## src/rtl/reg_cmd_sequencer.sv

```systemverilog
// ============================================================================
// Module   : reg_cmd_sequencer
// Brief    : Two-requester round-robin LOAD/UP/DOWN sequencer for one ld/inc/dec register.
//            Optional boundary saturation: define REG_SEQ_SATURATE_EN.
// Revision : 1.0 - initial release
// ============================================================================
`default_nettype none

module reg_cmd_sequencer #(
  parameter int DATA_W = 8
) (
  input  logic              clk,
  input  logic              rst,
  input  logic              req0_valid,
  input  logic [1:0]        req0_op,
  input  logic [DATA_W-1:0] req0_arg,
  input  logic              req1_valid,
  input  logic [1:0]        req1_op,
  input  logic [DATA_W-1:0] req1_arg,
  output logic              ack0,
  output logic              ack1,
  output logic              done0,
  output logic              done1,
  output logic              busy,
  input  logic [DATA_W-1:0] reg_q,
  output logic              reg_ld,
  output logic              reg_inc,
  output logic              reg_dec,
  output logic [DATA_W-1:0] reg_in,
  output logic              sat
);

  localparam logic [1:0] c_OP_LOAD = 2'b00;
  localparam logic [1:0] c_OP_UP   = 2'b01;
  localparam logic [1:0] c_OP_DOWN = 2'b10;
  localparam logic [DATA_W-1:0] c_ONE = {{(DATA_W-1){1'b0}}, 1'b1};

  typedef enum logic [1:0] {
    S_IDLE = 2'd0,
    S_EXEC = 2'd1,
    S_DONE = 2'd2
  } state_t;

  state_t            r_state;
  logic              r_rr;
  logic              r_owner;
  logic [1:0]        r_op;
  logic [DATA_W-1:0] r_cnt;
  logic              r_ack0;
  logic              r_ack1;
  logic              r_done0;
  logic              r_done1;
  logic              r_ld;
  logic              r_inc;
  logic              r_dec;
  logic [DATA_W-1:0] r_in;
  logic              r_sat;

  logic              w_any;
  logic              w_grant1;
  logic              w_stop_up;
  logic              w_stop_down;

  assign w_any    = req0_valid | req1_valid;
  assign w_grant1 = req1_valid & (~req0_valid | r_rr);

`ifdef REG_SEQ_SATURATE_EN
  // A strobe issued last cycle only lands in reg_q at this edge, so look ahead by it.
  logic [DATA_W-1:0] w_q_eff;
  assign w_q_eff     = reg_q + DATA_W'(r_inc) - DATA_W'(r_dec);
  assign w_stop_up   = &w_q_eff;
  assign w_stop_down = ~|w_q_eff;
`else
  logic w_unused_q;
  assign w_unused_q  = ^reg_q;
  assign w_stop_up   = 1'b0;
  assign w_stop_down = 1'b0;
`endif

  always_ff @(posedge clk or negedge rst) begin
    if (!rst) begin
      r_state <= S_IDLE;
      r_rr    <= 1'b0;
      r_owner <= 1'b0;
      r_op    <= 2'b00;
      r_cnt   <= '0;
      r_ack0  <= 1'b0;
      r_ack1  <= 1'b0;
      r_done0 <= 1'b0;
      r_done1 <= 1'b0;
      r_ld    <= 1'b0;
      r_inc   <= 1'b0;
      r_dec   <= 1'b0;
      r_in    <= '0;
      r_sat   <= 1'b0;
    end else begin
      r_ack0  <= 1'b0;
      r_ack1  <= 1'b0;
      r_done0 <= 1'b0;
      r_done1 <= 1'b0;
      r_ld    <= 1'b0;
      r_inc   <= 1'b0;
      r_dec   <= 1'b0;
      r_in    <= '0;
      case (r_state)
        S_IDLE: begin
          if (w_any) begin
            r_owner <= w_grant1;
            r_rr    <= ~w_grant1;
            r_op    <= w_grant1 ? req1_op  : req0_op;
            r_cnt   <= w_grant1 ? req1_arg : req0_arg;
            r_ack0  <= ~w_grant1;
            r_ack1  <= w_grant1;
            r_sat   <= 1'b0;
            r_state <= S_EXEC;
          end
        end
        S_EXEC: begin
          // r_cnt holds the LOAD value or the remaining step count.
          case (r_op)
            c_OP_LOAD: begin
              r_ld    <= 1'b1;
              r_in    <= r_cnt;
              r_state <= S_DONE;
            end
            c_OP_UP: begin
              if (r_cnt == '0) begin
                r_state <= S_DONE;
              end else if (w_stop_up) begin
                r_sat   <= 1'b1;
                r_state <= S_DONE;
              end else begin
                r_inc <= 1'b1;
                r_cnt <= r_cnt - c_ONE;
              end
            end
            c_OP_DOWN: begin
              if (r_cnt == '0) begin
                r_state <= S_DONE;
              end else if (w_stop_down) begin
                r_sat   <= 1'b1;
                r_state <= S_DONE;
              end else begin
                r_dec <= 1'b1;
                r_cnt <= r_cnt - c_ONE;
              end
            end
            default: r_state <= S_DONE;
          endcase
        end
        S_DONE: begin
          r_done0 <= ~r_owner;
          r_done1 <= r_owner;
          r_state <= S_IDLE;
        end
        default: r_state <= S_IDLE;
      endcase
    end
  end

  assign ack0    = r_ack0;
  assign ack1    = r_ack1;
  assign done0   = r_done0;
  assign done1   = r_done1;
  assign busy    = (r_state != S_IDLE);
  assign reg_ld  = r_ld;
  assign reg_inc = r_inc;
  assign reg_dec = r_dec;
  assign reg_in  = r_in;
  assign sat     = r_sat;

endmodule

`default_nettype wire

```

## config.mk

```make
export PLATFORM = sky130hd
export DESIGN_NAME = reg_cmd_sequencer
export DESIGN_NICKNAME = d
export VERILOG_FILES = /design/src/rtl/reg_cmd_sequencer.sv
export SDC_FILE = /design/constraint.sdc
export NUM_CORES = 1
export LEC_CHECK = 0
export ABC_AREA = 0
export CAP_MARGIN = 20
export CORE_ASPECT_RATIO = 0.5
export CORE_MARGIN = 10
export CORE_UTILIZATION = 40
export DETAILED_ROUTE_END_ITERATION = 12
export GPL_TIMING_DRIVEN = 0
export HOLD_SLACK_MARGIN = 0.15
export PLACE_DENSITY = 0.75
export SETUP_SLACK_MARGIN = 0.1
export SLEW_MARGIN = 40
export SYNTH_ARGS = -nofsm -noshare
export SYNTH_HDL_FRONTEND = slang
export SYNTH_SLANG_ARGS = --single-unit
```

## constraint.sdc

```tcl
create_clock -name clk -period 1.6 [get_ports clk]
set_input_delay 0.16 -clock clk [delete_from_list [all_inputs] [get_ports clk]]
set_output_delay 0.16 -clock clk [all_outputs]
set_load 0.05 [all_outputs]
```

# After elaboration in Yosys (flattened, before gate mapping)
# Cells that the tools add are included.
[word_totals] regBits=29 in_bits=32 out_inout_bits=17 wordCells=62
[classes] n_addsub=1 eq_ne=8 muxes=25 bitwise=6 reduce_logical=9
[ops] operator="2-to-1 mux 8 bit" n=6
[ops] operator="case mux 8 bit (2 select lines)" n=1
[ops] operator="2-to-1 mux 1 bit" n=13
[ops] operator="zero test 8 bit" n=1
[ops] operator="2-to-1 mux 2 bit" n=4
[ops] operator="subtractor 8 x 1 -> 8 bit (second input constant)" n=1
[ops] operator="!= test 2 bit (second input constant)" n=3
[ops] operator="== test 2 x 1 -> 1 bit (second input constant)" n=2
[ops] operator="== test 2 bit (second input constant)" n=2
[ops] operator="zero test 2 bit" n=2
[ops] operator="case mux 2 bit (2 select lines)" n=1
[ops] operator="AND reduction 2 bit" n=2
[ops] operator="AND reduction 4 bit" n=1
[ops] operator="nonzero test 2 bit" n=2
[ops] operator="!= test 3 bit (second input constant)" n=1
[ops] operator="inverter 1 bit" n=3
[ops] operator="OR 1 bit" n=2
[ops] operator="OR reduction 2 bit" n=1
[ops] operator="bitwise AND 1 bit" n=1

# Logic depth before layout (Yosys ltp)
[depth] word_depth=6 mapped_depth=8 depth_no_buf=7

# Least setup slack after synthesis
# OpenSTA, ideal clock, no wires.
[synth_timing] path_kind="register -> register" startpoint="register r_state[0]" endpoint="register r_cnt[5]" setup_ns=0.122 arrival_ns=1.545 required_ns=1.478 slack_ns=-0.066 path_stages_with_launch=7 n_path_buf=1 period_less_slack_ns=1.666 cell_sequence="dfrtp_1 or2_1 nor2_1 a31oi_4 inv_2 buf_6 a32o_1"
[synth_via] elab_chain_cells=3 word_cells_on_any_way=8 classes_between="eq/ne (4); mux (1); reduce/logical (3)"
[synth_lines] item="from (decl)" line="44" source="state_t r_state;"
[synth_lines] item="from (signal assigned)" line="82" source="r_state <= S_IDLE;"
[synth_lines] item="from (signal assigned)" line="115" source="r_state <= S_EXEC;"
[synth_lines] item="from (signal assigned)" line="124" source="r_state <= S_DONE;"
[synth_lines] item="== test 2 x 1 -> 1 bit or zero test 2 bit (tied branches)" line="105" source="case (r_state)"
[synth_lines] item="!= test 2 bit (no source line) or nonzero test 2 bit (tied branches)"
[synth_lines] item="AND reduction 4 bit (no source line)"
[synth_lines] item="to (signal assigned)" line="111" source="r_cnt <= w_grant1 ? req1_arg : req0_arg;"
[synth_lines] item="to (signal assigned)" line="134" source="r_cnt <= r_cnt - c_ONE;"
[synth_lines] item="to (signal assigned)" line="145" source="r_cnt <= r_cnt - c_ONE;"
[synth_lines] item="to (decl)" line="48" source="logic [DATA_W-1:0] r_cnt;"
# Parallel ways exist; a longest one is shown, timed or not.
# A chain may end at the register's enable or synchronous reset.

# Final worst setup path
[layout_timing] startpoint="register r_op[1]" endpoint="register r_cnt[5]"
[layout_via] elab_chain_cells=4 word_cells_on_any_way=5 classes_between="eq/ne (3); reduce/logical (2)"
[layout_lines] item="from (decl)" line="47" source="logic [1:0] r_op;"
[layout_lines] item="from (signal assigned)" line="110" source="r_op <= w_grant1 ? req1_op : req0_op;"
[layout_lines] item="== test 2 bit or == test 2 x 1 -> 1 bit (tied branches)" line="120" source="case (r_op)"
[layout_lines] item="OR reduction 2 bit (no source line) (*)"
[layout_lines] item="!= test 2 bit (no source line) (*)"
[layout_lines] item="AND reduction 4 bit (no source line) (*)"
# Mark *: on every way between the ends. The rest lies on a longest branch, timed or not.

==> impl_metrics.py <==
metrics = {
    "outcome": {
        "outcome": "finished, final reports clean",
    },
    "setup_path": {
        "critical_path.reg2reg.endpoint": "r_cnt[5]$_DFFE_PN0P_",
        "cp-end-kind": "flop",
        "path_buf_inv": 3,
        "timing.reg2reg.worst_path_depth": 6,
        "timing.critical_path.from": "r_op[1]$_DFFE_PN0P_",
        "reg2reg_from": "r_op[1]$_DFFE_PN0P_",
        "cp_max_delay_cell": "sky130_fd_sc_hd__dfrtp_1",
        "cp_slowest_stage_delay_ns": 0.37,
        "crit_path_max_fanout": 6,
        "worst_path_dominant_cell_family": "compound AO/OA/AOI/OAI gates",
        "startpoint_type": "flop",
        "worstSetupPathType": "flop to flop",
        "r2r_setup_slack_ns": 0.06,
        "path_cells": "inv_1 -> ha_1 -> a31oi_4 -> inv_2 -> buf_6 -> a32o_1",
        "timing.critical_path.arrival_ns": 1.72,
        "worstPathRequired_ns": 1.78,
    },
    "final_layout": {
        "layout-area-overhead-vs-synth_pct": 49.8,
        "most_common_cell_after_layout_fill_and_taps_aside": "sky130_fd_sc_hd__dfrtp_1",
        "final_cell_mix": "sky130_fd_sc_hd__dfrtp_1 (27), sky130_fd_sc_hd__clkdlybuf4s50_1 (22), sky130_fd_sc_hd__dlygate4sd2_1 (15)",
        "post_layout_util_pct": 61.7,
        "final_net_count": 228,
        "antennaDiodeCount": 0,
        "final_layout_size_suffix_gt1_share_pct": 24.6,
    },
    "synth": {
        "synthXorXnorAreaFrac_pct": 0,
        "mappedNetlistNets": 169,
        "synthDominantCellAreaShare_pct": 51.6,
        "synth_fa_ha_area_share_pct": 4.45,
        "yosys_warnings": 0,
        "synth_top_cell_by_area": "sky130_fd_sc_hd__dfrtp_1",
        "syn_inst": 132,
        "async_reset_ff_share_pct": 100,
        "syn_avg_cell_area_um2": 10.7,
        "muxShareOfSynthArea_pct": 7.47,
        "synth_flop_cell": "sky130_fd_sc_hd__dfrtp_1",
        "synth_area_mm2": 0.00141,
        "yosysUniqueCellTypes": 39,
        "synth_seq_area_share_pct": 51.6,
        "synth_edf_count": 0,
        "yosys_register_bits": 29,
        "synth_compound_area_share_pct": 14.2,
        "post_synth_and_or_nand_nor_area_fraction_pct": 17.1,
        "synth.top_cells.by_area": "sky130_fd_sc_hd__dfrtp_1 (52%), sky130_fd_sc_hd__and3_1 (4.4%), sky130_fd_sc_hd__ha_1 (4.4%)",
        "synth_top_family_by_area": "simple AND/OR/NAND/NOR gates",
    },
    "floorplan": {
        "die_h_um": 61.9,
        "die_width_um": 104,
        "placeableCoreArea_mm2": 0.00342,
        "floorplan.die_area_mm2": 0.00643,
        "boundaryPins": 49,
        "rows": 15,
        "effective_utilization_at_floorplan_pct": 41.2,
    },
    "sta": {
        "clock.fmax_ghz": 0.650,
        "fin_setup_tns_ns": 0,
        "rsz_0062_raised_after_global_routing": "yes",
        "finalCritPeriodShare_pct": 96.2,
        "timing.slew.headroom_pct": 57.8,
        "final.min_clock_period_ns": 1.54,
        "final-hold-violation-count": 0,
        "timing.final.setup_violations": 0,
        "timing.final.max_slew_violations": 0,
        "fin_skew_ns": 0.00751,
        "worst_pin_slew_ns": 0.632,
        "postLayoutSetupSlackWorst_ns": 0.0606,
    },
    "global_routing": {
        "aggregate_global_routing_overflow": 0,
        "antenna_found_initial": 0,
        "grt_pass1_wl_um": 6060,
        "grt_start_max_net_pins": 30,
        "first_global_vias": 1226,
        "gr-usage-all-layers_pct": 12.0,
    },
    "drt": {
        "vias": 1202,
        "wire_per_inst_um": 14.7,
        "drt_first_pass_iters": 4,
        "drtIter0Drc": 27,
        "drt-vias-per-instance": 4.97,
        "detail_route.wirelength_um": 3560,
        "drc_errors": 0,
        "ant_nets": 0,
    },
    "placement": {
        "routabilityCongestion": 0.921,
        "hpwlAfterDp_um": 2570,
        "port_buffers": 39,
        "pre_cts_ws_ns": -0.358,
    },
    "pwr": {
        "power_density_mw_per_mm2": 2020,
        "max_rail_drop_vdd_mv": 0.694,
        "leakage_uw": 0.00105,
        "report.power.total_uw": 4260,
    },
    "clock_network": {
        "clock-root-buffer": "sky130_fd_sc_hd__clkbuf_8",
        "cts.htree.levels": 2,
        "cts_sinks": 29,
        "cts.clk_slew.worst_paths_ns": 0.06,
        "cts_tree": "yes",
        "tritoncts.num_buffers": 5,
        "clock_latency_ns": 0.29,
        "cts.path.max_buffers": 2,
    },
    "worst_hold_path": {
        "hold_path_class": "input port to asynchronous set/reset pin",
    },
    "flow_run": {
        "cap_violations": 0,
    },
}
worst max-delay path by stage:
stage                           end  slack [ns]  cells after the start
2_1_floorplan  r_cnt[5]$_DFFE_PN0P_        0.10                      6
3_3_place_gp   r_cnt[1]$_DFFE_PN0P_       -0.31                      7
3_5_place_dp   r_cnt[1]$_DFFE_PN0P_       -0.36                      7
4_1_cts        r_cnt[5]$_DFFE_PN0P_        0.02                      6
5_1_grt        r_cnt[1]$_DFFE_PN0P_       -0.03                      7
6_report       r_cnt[5]$_DFFE_PN0P_        0.06                      6
final cells by class:
| cell class | count | area [µm²] |
|---|---|---|
| buffer | 8 | 53.8 |
| clock buffer | 7 | 86.3 |
| fill | 272 | 1310 |
| inverter | 6 | 22.5 |
| multi-input combinational | 89 | 687 |
| sequential | 29 | 728 |
| tap | 51 | 63.8 |
| timing repair buffer | 52 | 465 |
power breakdown:
group | total [µW] | switching (µW) | leakage [µW] | internal, µW
logic | 2410 | 1410 | 0.000638 | 999
registers | 1250 | 228 | 0.000372 | 1020
clock network | 603 | 263 | 0.0000443 | 340
total | 4260 | 1900 | 0.00105 | 2360
sequential cells by signal, indices dropped and copies added (netlist names):
| name | cells |
|---|---|
| r_cnt | 8 |
| reg_in | 8 |
| r_op | 2 |
| r_state | 2 |
| ack0 | 1 |
| ack1 | 1 |
| done0 | 1 |
| done1 | 1 |
| r_owner | 1 |
| r_rr | 1 |
| reg_dec | 1 |
| reg_inc | 1 |
| reg_ld | 1 |
layer usage:
metal  routed length [µm]  track usage (%)  vias up
met4                   97             6.48        0
li1                     -                -      580
met2                 1660             20.2       46
met5                    0                0        -
met3                  230             4.73        8
met1                 1570             13.4      568
Yosys cell counts, drive strengths merged, types with 2 or more instances:
library cell / instances
a21o: 2
a21oi: 7
a22o: 3
and2: 2
and3: 10
buf: 4
clkbuf: 4
dfrtp: 29
ha: 5
inv: 6
mux2: 4
mux2i: 6
nand2: 10
nand3: 2
nor2: 5
nor3: 3
o21ai: 14
or2: 2
worst reg2reg max path, delay by kind of cell (launching register included):
family / cells / cell delay (ns)
AOI/OAI and AO/OA: 2 / 0.44
DFF: 1 / 0.37
adders and majority gates: 1 / 0.33
buffers and inverters: 3 / 0.30
cells by family (layout without fill, tap and decap cells):
logic type,Yosys count,count (layout)
compound gates,31,31
fa+ha+maj,5,5
buf+inv,14,73
flops,29,29
mux,10,10
other cells,1,1
simple gates,42,42
metrics by stage:
stage | std cells | cell area (µm²) | hold WS [ns]
CTS | 240 | 2070 | 0.454
global placement | 222 | 1880 | 0.440
floorplan | 132 | 1430 | -0.136
detailed placement | 222 | 1880 | 0.224
finish | 242 | 2110 | 0.427
global route | 242 | 2110 | 0.507
what timing repair did:
| action | CTS | global route |
|---|---|---|
| resized for setup | 26 | 12 |
| pin swaps | 6 | 4 |
| gates cloned | 1 | 0 |
| setup endpoints to repair | 23 | 13 |
| hold buffers | 1 | 0 |
| buffers inserted | 9 | 2 |
| endpoints found under the hold margin | 29 | 0 |
(Power assumes the default switching activity.)
